===== config.mk =====
export PLATFORM = sky130hd
export DESIGN_NAME = systolic_bank_ctrl_flat
export DESIGN_NICKNAME = d
export VERILOG_FILES = /design/src/rtl/systolic_bank_ctrl_if.sv /design/src/rtl/systolic_bank_ctrl.sv /design/src/flat_wrapper.sv
export SDC_FILE = /design/constraint.sdc
export NUM_CORES = 1
export LEC_CHECK = 0
export BUFFER_PORTS_ARGS = -buffer_cell sky130_fd_sc_hd__buf_2
export CAP_MARGIN = 20
export CORE_MARGIN = 8
export CORE_UTILIZATION = 45
export DETAILED_ROUTE_END_ITERATION = 10
export MAX_ROUTING_LAYER = met4
export PLACE_DENSITY_LB_ADDON = 0.05
export SYNTH_ARGS = -nofsm -noshare
export SYNTH_HDL_FRONTEND = slang
export SYNTH_SLANG_ARGS = --single-unit

===== constraint.sdc =====
create_clock -name clk -period 3.8 [get_ports clk]
set_clock_uncertainty 0.05 [all_clocks]
set_input_delay 0.19 -clock clk [delete_from_list [all_inputs] [get_ports clk]]
set_output_delay 0.19 -clock clk [all_outputs]
set_load 0.02 [all_outputs]

===== src/rtl/systolic_bank_ctrl_if.sv =====
// rtl/systolic_bank_ctrl_if.sv - job descriptor, feature handshake and bank strobes
interface systolic_bank_ctrl_if #(
  parameter int NCOLS  = 4,
  parameter int NROWS  = 3,
  parameter int LEN_W  = 10,
  parameter int PASS_W = 8
);
  logic                 start;
  logic [LEN_W-1:0]     len;
  logic [PASS_W-1:0]    passes;
  logic [NROWS-1:0]     iconfig_in;
  logic [5*NCOLS-1:0]   ctrl_word;
  logic                 feat_valid;
  logic                 feat_ready;
  logic                 in_en;
  logic                 config_load;
  logic [NROWS-1:0]     iconfig;
  logic [NCOLS-1:0]     a_out, b_out, c_out, d_out, e_out;
  logic [NCOLS-1:0]     g_out;
  logic [NCOLS-1:0]     f_out;
  logic                 busy;
  logic                 done;
  logic [PASS_W-1:0]    pass_idx;

  modport master (
    output start, len, passes, iconfig_in, ctrl_word, feat_valid,
    input  feat_ready, in_en, config_load, iconfig, a_out, b_out, c_out, d_out, e_out,
           g_out, f_out, busy, done, pass_idx
  );

  modport slave (
    input  start, len, passes, iconfig_in, ctrl_word, feat_valid,
    output feat_ready, in_en, config_load, iconfig, a_out, b_out, c_out, d_out, e_out,
           g_out, f_out, busy, done, pass_idx
  );
endinterface


===== src/rtl/systolic_bank_ctrl.sv =====
// rtl/systolic_bank_ctrl.sv - job sequencer for the systolic PE bank and column accumulators
module systolic_bank_ctrl #(
  parameter int NCOLS    = 4,
  parameter int NROWS    = 3,
  parameter int LEN_W    = 10,
  parameter int PASS_W   = 8,
  parameter int PIPE_LAT = 3
) (
  input logic              clk,
  input logic              rst,
  systolic_bank_ctrl_if.slave bus
);
  localparam int DLY = PIPE_LAT + NCOLS - 1;
  localparam int DW  = $clog2(DLY + 1);

  typedef enum logic [2:0] {IDLE, CONFIG, STREAM, DRAIN, DONE} state_t;

  state_t             state;
  logic [LEN_W-1:0]   len_r, beat_cnt;
  logic [PASS_W-1:0]  passes_r, pass_idx;
  logic [DW-1:0]      drain_cnt;
  logic               feat_ready, config_load, busy, done;
  logic [NROWS-1:0]   iconfig;
  logic [NCOLS-1:0]   a_r, b_r, c_r, d_r, e_r;
  logic               in_en, first_beat;
  logic [DLY-1:0]     g_sr, f_sr;

  assign in_en      = bus.feat_valid & feat_ready;
  assign first_beat = in_en && (pass_idx == '0) && (beat_cnt == '0);

  always_ff @(posedge clk or negedge rst) begin
    if (!rst) begin
      state       <= IDLE;
      len_r       <= '0;
      beat_cnt    <= '0;
      passes_r    <= '0;
      pass_idx    <= '0;
      drain_cnt   <= '0;
      feat_ready  <= 1'b0;
      config_load <= 1'b0;
      busy        <= 1'b0;
      done        <= 1'b0;
      iconfig     <= '0;
      a_r         <= '0;
      b_r         <= '0;
      c_r         <= '0;
      d_r         <= '0;
      e_r         <= '0;
    end else begin
      config_load <= 1'b0;
      done        <= 1'b0;
      case (state)
        IDLE: if (bus.start) begin
          len_r    <= bus.len;
          passes_r <= (bus.passes == '0) ? PASS_W'(1) : bus.passes;
          iconfig  <= bus.iconfig_in;
          for (int c = 0; c < NCOLS; c++) begin
            a_r[c] <= bus.ctrl_word[5*c];
            b_r[c] <= bus.ctrl_word[5*c+1];
            c_r[c] <= bus.ctrl_word[5*c+2];
            d_r[c] <= bus.ctrl_word[5*c+3];
            e_r[c] <= bus.ctrl_word[5*c+4];
          end
          pass_idx    <= '0;
          config_load <= 1'b1;
          busy        <= 1'b1;
          state       <= CONFIG;
        end
        CONFIG: if (len_r == '0) begin
          done  <= 1'b1;
          state <= DONE;
        end else begin
          beat_cnt   <= '0;
          pass_idx   <= '0;
          feat_ready <= 1'b1;
          state      <= STREAM;
        end
        STREAM: if (in_en) begin
          if (beat_cnt == len_r - LEN_W'(1)) begin
            beat_cnt   <= '0;
            drain_cnt  <= '0;
            feat_ready <= 1'b0;
            state      <= DRAIN;
          end else begin
            beat_cnt <= beat_cnt + LEN_W'(1);
          end
        end
        // Leave only after the last column has seen its final G pulse.
        DRAIN: if (drain_cnt == DW'(DLY - 1)) begin
          if (pass_idx == passes_r - PASS_W'(1)) begin
            done  <= 1'b1;
            state <= DONE;
          end else begin
            pass_idx   <= pass_idx + PASS_W'(1);
            feat_ready <= 1'b1;
            state      <= STREAM;
          end
        end else begin
          drain_cnt <= drain_cnt + DW'(1);
        end
        DONE: begin
          busy  <= 1'b0;
          state <= IDLE;
        end
        default: state <= IDLE;
      endcase
    end
  end

  // Bit k of each line is in_en delayed k+1 cycles; column c taps delay PIPE_LAT+c.
  always_ff @(posedge clk or negedge rst) begin
    if (!rst) begin
      g_sr <= '0;
      f_sr <= '0;
    end else begin
      g_sr <= {g_sr[DLY-2:0], in_en};
      f_sr <= {f_sr[DLY-2:0], first_beat};
    end
  end

  assign bus.feat_ready  = feat_ready;
  assign bus.in_en       = in_en;
  assign bus.config_load = config_load;
  assign bus.iconfig     = iconfig;
  assign bus.a_out       = a_r;
  assign bus.b_out       = b_r;
  assign bus.c_out       = c_r;
  assign bus.d_out       = d_r;
  assign bus.e_out       = e_r;
  assign bus.g_out       = g_sr[DLY-1:PIPE_LAT-1];
  assign bus.f_out       = f_sr[DLY-1:PIPE_LAT-1];
  assign bus.busy        = busy;
  assign bus.done        = done;
  assign bus.pass_idx    = pass_idx;
endmodule


===== src/flat_wrapper.sv =====
// flat-port wrapper written by rule: the top's interface ports become plain ports
module systolic_bank_ctrl_flat 
#(
  parameter int NCOLS    = 4,
  parameter int NROWS    = 3,
  parameter int LEN_W    = 10,
  parameter int PASS_W   = 8,
  parameter int PIPE_LAT = 3
)
  (clk, rst, bus_start, bus_len, bus_passes, bus_iconfig_in, bus_ctrl_word, bus_feat_valid, bus_feat_ready, bus_in_en, bus_config_load, bus_iconfig, bus_a_out, bus_b_out, bus_c_out, bus_d_out, bus_e_out, bus_g_out, bus_f_out, bus_busy, bus_done, bus_pass_idx);
  systolic_bank_ctrl_if #(.NCOLS(NCOLS), .NROWS(NROWS), .LEN_W(LEN_W), .PASS_W(PASS_W)) bus_i ();
  input logic clk;
  input logic rst;
  input wire logic [$bits(bus_i.start)-1:0] bus_start;
  input wire logic [$bits(bus_i.len)-1:0] bus_len;
  input wire logic [$bits(bus_i.passes)-1:0] bus_passes;
  input wire logic [$bits(bus_i.iconfig_in)-1:0] bus_iconfig_in;
  input wire logic [$bits(bus_i.ctrl_word)-1:0] bus_ctrl_word;
  input wire logic [$bits(bus_i.feat_valid)-1:0] bus_feat_valid;
  output wire logic [$bits(bus_i.feat_ready)-1:0] bus_feat_ready;
  output wire logic [$bits(bus_i.in_en)-1:0] bus_in_en;
  output wire logic [$bits(bus_i.config_load)-1:0] bus_config_load;
  output wire logic [$bits(bus_i.iconfig)-1:0] bus_iconfig;
  output wire logic [$bits(bus_i.a_out)-1:0] bus_a_out;
  output wire logic [$bits(bus_i.b_out)-1:0] bus_b_out;
  output wire logic [$bits(bus_i.c_out)-1:0] bus_c_out;
  output wire logic [$bits(bus_i.d_out)-1:0] bus_d_out;
  output wire logic [$bits(bus_i.e_out)-1:0] bus_e_out;
  output wire logic [$bits(bus_i.g_out)-1:0] bus_g_out;
  output wire logic [$bits(bus_i.f_out)-1:0] bus_f_out;
  output wire logic [$bits(bus_i.busy)-1:0] bus_busy;
  output wire logic [$bits(bus_i.done)-1:0] bus_done;
  output wire logic [$bits(bus_i.pass_idx)-1:0] bus_pass_idx;
  assign bus_i.start = bus_start;
  assign bus_i.len = bus_len;
  assign bus_i.passes = bus_passes;
  assign bus_i.iconfig_in = bus_iconfig_in;
  assign bus_i.ctrl_word = bus_ctrl_word;
  assign bus_i.feat_valid = bus_feat_valid;
  assign bus_feat_ready = bus_i.feat_ready;
  assign bus_in_en = bus_i.in_en;
  assign bus_config_load = bus_i.config_load;
  assign bus_iconfig = bus_i.iconfig;
  assign bus_a_out = bus_i.a_out;
  assign bus_b_out = bus_i.b_out;
  assign bus_c_out = bus_i.c_out;
  assign bus_d_out = bus_i.d_out;
  assign bus_e_out = bus_i.e_out;
  assign bus_g_out = bus_i.g_out;
  assign bus_f_out = bus_i.f_out;
  assign bus_busy = bus_i.busy;
  assign bus_done = bus_i.done;
  assign bus_pass_idx = bus_i.pass_idx;
  systolic_bank_ctrl #(.NCOLS(NCOLS), .NROWS(NROWS), .LEN_W(LEN_W), .PASS_W(PASS_W), .PIPE_LAT(PIPE_LAT)) u_core (.clk(clk), .rst(rst), .bus(bus_i));
endmodule

==> flow_summary.json <==
{
  "run_status": "complete, no violations",
  "via_per_inst": 5.385,
  "multi_input_comb_area_mm2": 0.001972,
  "post_cts_buffers": 0,
  "p_per_area_mw_per_mm2": 366.2,
  "pin_count": 89,
  "dp.cells": 557,
  "hold_path.startpoint": "bus_len[9]",
  "slew_headroom_pct": 49.96,
  "avgSynthCellArea_um2": 11.09,
  "netSwitchingFraction_pct": 26.84,
  "finalHoldViolCount": 0,
  "coreArea_mm2": 0.009153,
  "hpwl_um": 7165,
  "rows": 35,
  "seq_area_mm2": 0.002027,
  "clkPwrFrac_pct": 37.2,
  "synthCells": 379,
  "nNetsFinal": 541,
  "synth_edf_count": 0,
  "area_delta_synth_final_pct": 23.97,
  "ctsRootBufferMaster": "clkbuf_8",
  "first_global_vias": 3257,
  "n_fill_cell": 827,
  "worstHoldPathCells": 2,
  "setup_viol": 0,
  "setup.worst_path.end_class": "register",
  "fin_cells": 603,
  "synth_cell_types": 67,
  "drv_cap": 0,
  "ys.flop_type": "dfrtp_1",
  "cp_data_arrival_time_ps": 2650,
  "crit_path_start": "u_core.len_r[0]",
  "grt_util_met3_pct": 4.724,
  "drt_iter0_markers": 110,
  "yosysWarningCount": 0,
  "cts_tree": "built",
  "final_area_mm2": 0.005209,
  "tightest_slew_ps": 750.5,
  "die_w_um": 112.6,
  "insertion_delay_ps": 360,
  "tns_ps": 0,
  "syn_area_mm2": 0.004202,
  "crit_type": "register to register",
  "switchingPower_mw": 0.5120,
  "cellInternalPower_mw": 1.396,
  "crit_fanout": 8,
  "cp-start-kind": "register",
  "ys_async_sr_fraction_pct": 100.0,
  "r2r_cells": 7,
  "p_comb_share_pct": 12.8,
  "port_buffers": 88,
  "route.vias.total": 3247,
  "r2r_slack_ps": 1330,
  "reg2reg_from": "u_core.len_r[0]",
  "wl_per_cell_um": 16.61,
  "dieArea_mm2": 0.01268,
  "leakagePower_nw": 2.454,
  "hold_ws_ps": 18.44,
  "drive_gt1_share_pct": 33.54,
  "clock_path_buffers": 2,
  "dp_slack_ps": 1298,
  "grt-ovfl-total": 0,
  "clock_sinks": 81,
  "antenna_found_initial": 0,
  "timing.rr.end": "u_core.drain_cnt[0]",
  "grt_max_degree": 82,
  "p_total_mw": 1.908,
  "drt-pass1-iter-count": 4,
  "gp_congestion": 0.8468,
  "vdd_drop_max_v": 0.0002586,
  "postLayoutCoreUtil_pct": 56.91,
  "power_frac_seq_pct": 49.9,
  "drc": 0,
  "grt_most_used_layer": "met2",
  "numCtsBuffers": 9,
  "diodes": 0,
  "synth_seq_area_share_pct": 48.24,
  "timing.fmax_mhz": 405.2,
  "yosys_register_bits": 81,
  "drt_wl_total_um": 10010,
  "die_height_um": 112.6,
  "placed_cell_area_mm2": 0.004671,
  "final_max_slew_viol_count": 0,
  "grt.met1_usage_pct": 19.34,
  "setup_ws_ps": 1332,
  "cts_max_level": 3,
  "synth.net_count": 433,
  "hold_path_class": "input pin to register",
  "start_util_pct": 45.91,
  "cts.clk_slew.worst_paths_ps": 90,
  "cp_data_required_time_ps": 3980,
  "track_usage_pct": 16.85,
  "fin_crit_ps": 2468,
  "grt_pass1_wl_um": 16540,
  "drtAntennaViolNets": 0,
  "use_met2_pct": 28.33,
  "hold_end": "u_core.len_r[9]",
  "post-route-period-util_pct": 64.95,
  "rsz0062_at_grt": "no"
}
==> critical path, stage by stage (launching register included) <==
cell and delay [ps]:
dfrtp_1 490, inv_1 120, ha_1 320, xnor2_1 120
a2111oi_0 420, nand3_1 270, o21ai_2 410, a31oi_1 140
==> state kept, by name, indices dropped and copies added, names as in the netlist, 3 cells and up <==
signal and count:
u_core.len_r 10, u_core.bus.d_out 4, u_core.bus.b_out 4, u_core.bus.iconfig 3, u_core.beat_cnt 10, u_core.bus.pass_idx 8
u_core.f_sr 6, u_core.bus.a_out 4, u_core.passes_r 8, u_core.drain_cnt 3, u_core.g_sr 6, u_core.bus.e_out 4
u_core.bus.c_out 4, u_core.state 3
==> metal layers <==
layer | vias up | routed length (um)
met4 | 0 | 87
li1 | 1571 | -
met2 | 67 | 5191
met3 | 6 | 524
met1 | 1603 | 4212
met5 | - | 0
==> cells in the final DEF (no fill, tap or decap), drive strengths merged, types with 6 or more instances in the layout <==
cell type and count:
ha 9, dfrtp 81, inv 21, nor3 9, or4 6, buf 91
clkbuf 9, mux2 36, nand3 15, o311ai 6, o21ai 12, xor2 13
a21oi 15, dlygate4sd3 29, xnor2 18, nor2 20, nand2 25
==> how the worst max path moves through the flow <==
stage                          endpoint  slack [ps]  cells past startpoint
finish              u_core.drain_cnt[0]        1330                      7
global route        u_core.drain_cnt[0]        1040                      7
CTS                 u_core.drain_cnt[0]        1300                      7
detailed placement  u_core.drain_cnt[0]        1300                      7
global placement    u_core.drain_cnt[0]        1420                      6
floorplan           u_core.drain_cnt[2]        1670                      6
==> cells by family after synthesis <==
group                    after synthesis  share of synthesized area [%]
AO/OA/AOI/OAI                         62                          11.08
AND/OR/NAND/NOR                      115                          16.47
XOR/XNOR                              31                          6.462
adder cells (fa/ha/maj)                9                          2.680
flip-flops                            81                          48.24
buffers and inverters                 43                          4.943
multiplexers                          38                          10.13
==> timing repair <==
action	in CTS	in global routing
hold buffers	29	0
hold endpoints to repair	72	0
gates resized for setup	0	0
==> power by group through the flow <==
stage / registers, mW / clock network (mW) / logic, mW
after floorplan: 0.977 / 0 / 0.118
after global placement: 0.968 / 0 / 0.219
after detailed placement: 0.970 / 0 / 0.222
after CTS: 0.953 / 0.734 / 0.247
after global routing: 0.960 / 0.765 / 0.271
final: 0.952 / 0.710 / 0.245
==> synth_stat cells, types with 5 or more instances <==
cell type,count,area [um2]
clkbuf_1,7,26.28
nor2_1,18,67.56
nor3_1,8,40.04
nand3_1,15,75.07
xnor2_1,18,157.7
o21ai_0,10,50.05
buf_4,8,60.06
dfrtp_1,81,2027
inv_1,20,75.07
a21oi_1,14,70.07
nand2_1,25,93.84
mux2_2,36,405.4
or3_1,5,31.28
xor2_1,13,113.9
or4_1,5,37.54
buf_2,7,35.03
ha_1,9,112.6
==> final cells by class <==
class,count,area share [%]
Sequential cell,81,38.91
Clock buffer,9,2.378
Timing Repair Buffer,120,14.75
Clock inverter,7,1.994
Tap cell,111,2.666
Inverter,20,1.441
Multi-Input combinational cell,255,37.86
(Power assumes the default switching activity.)
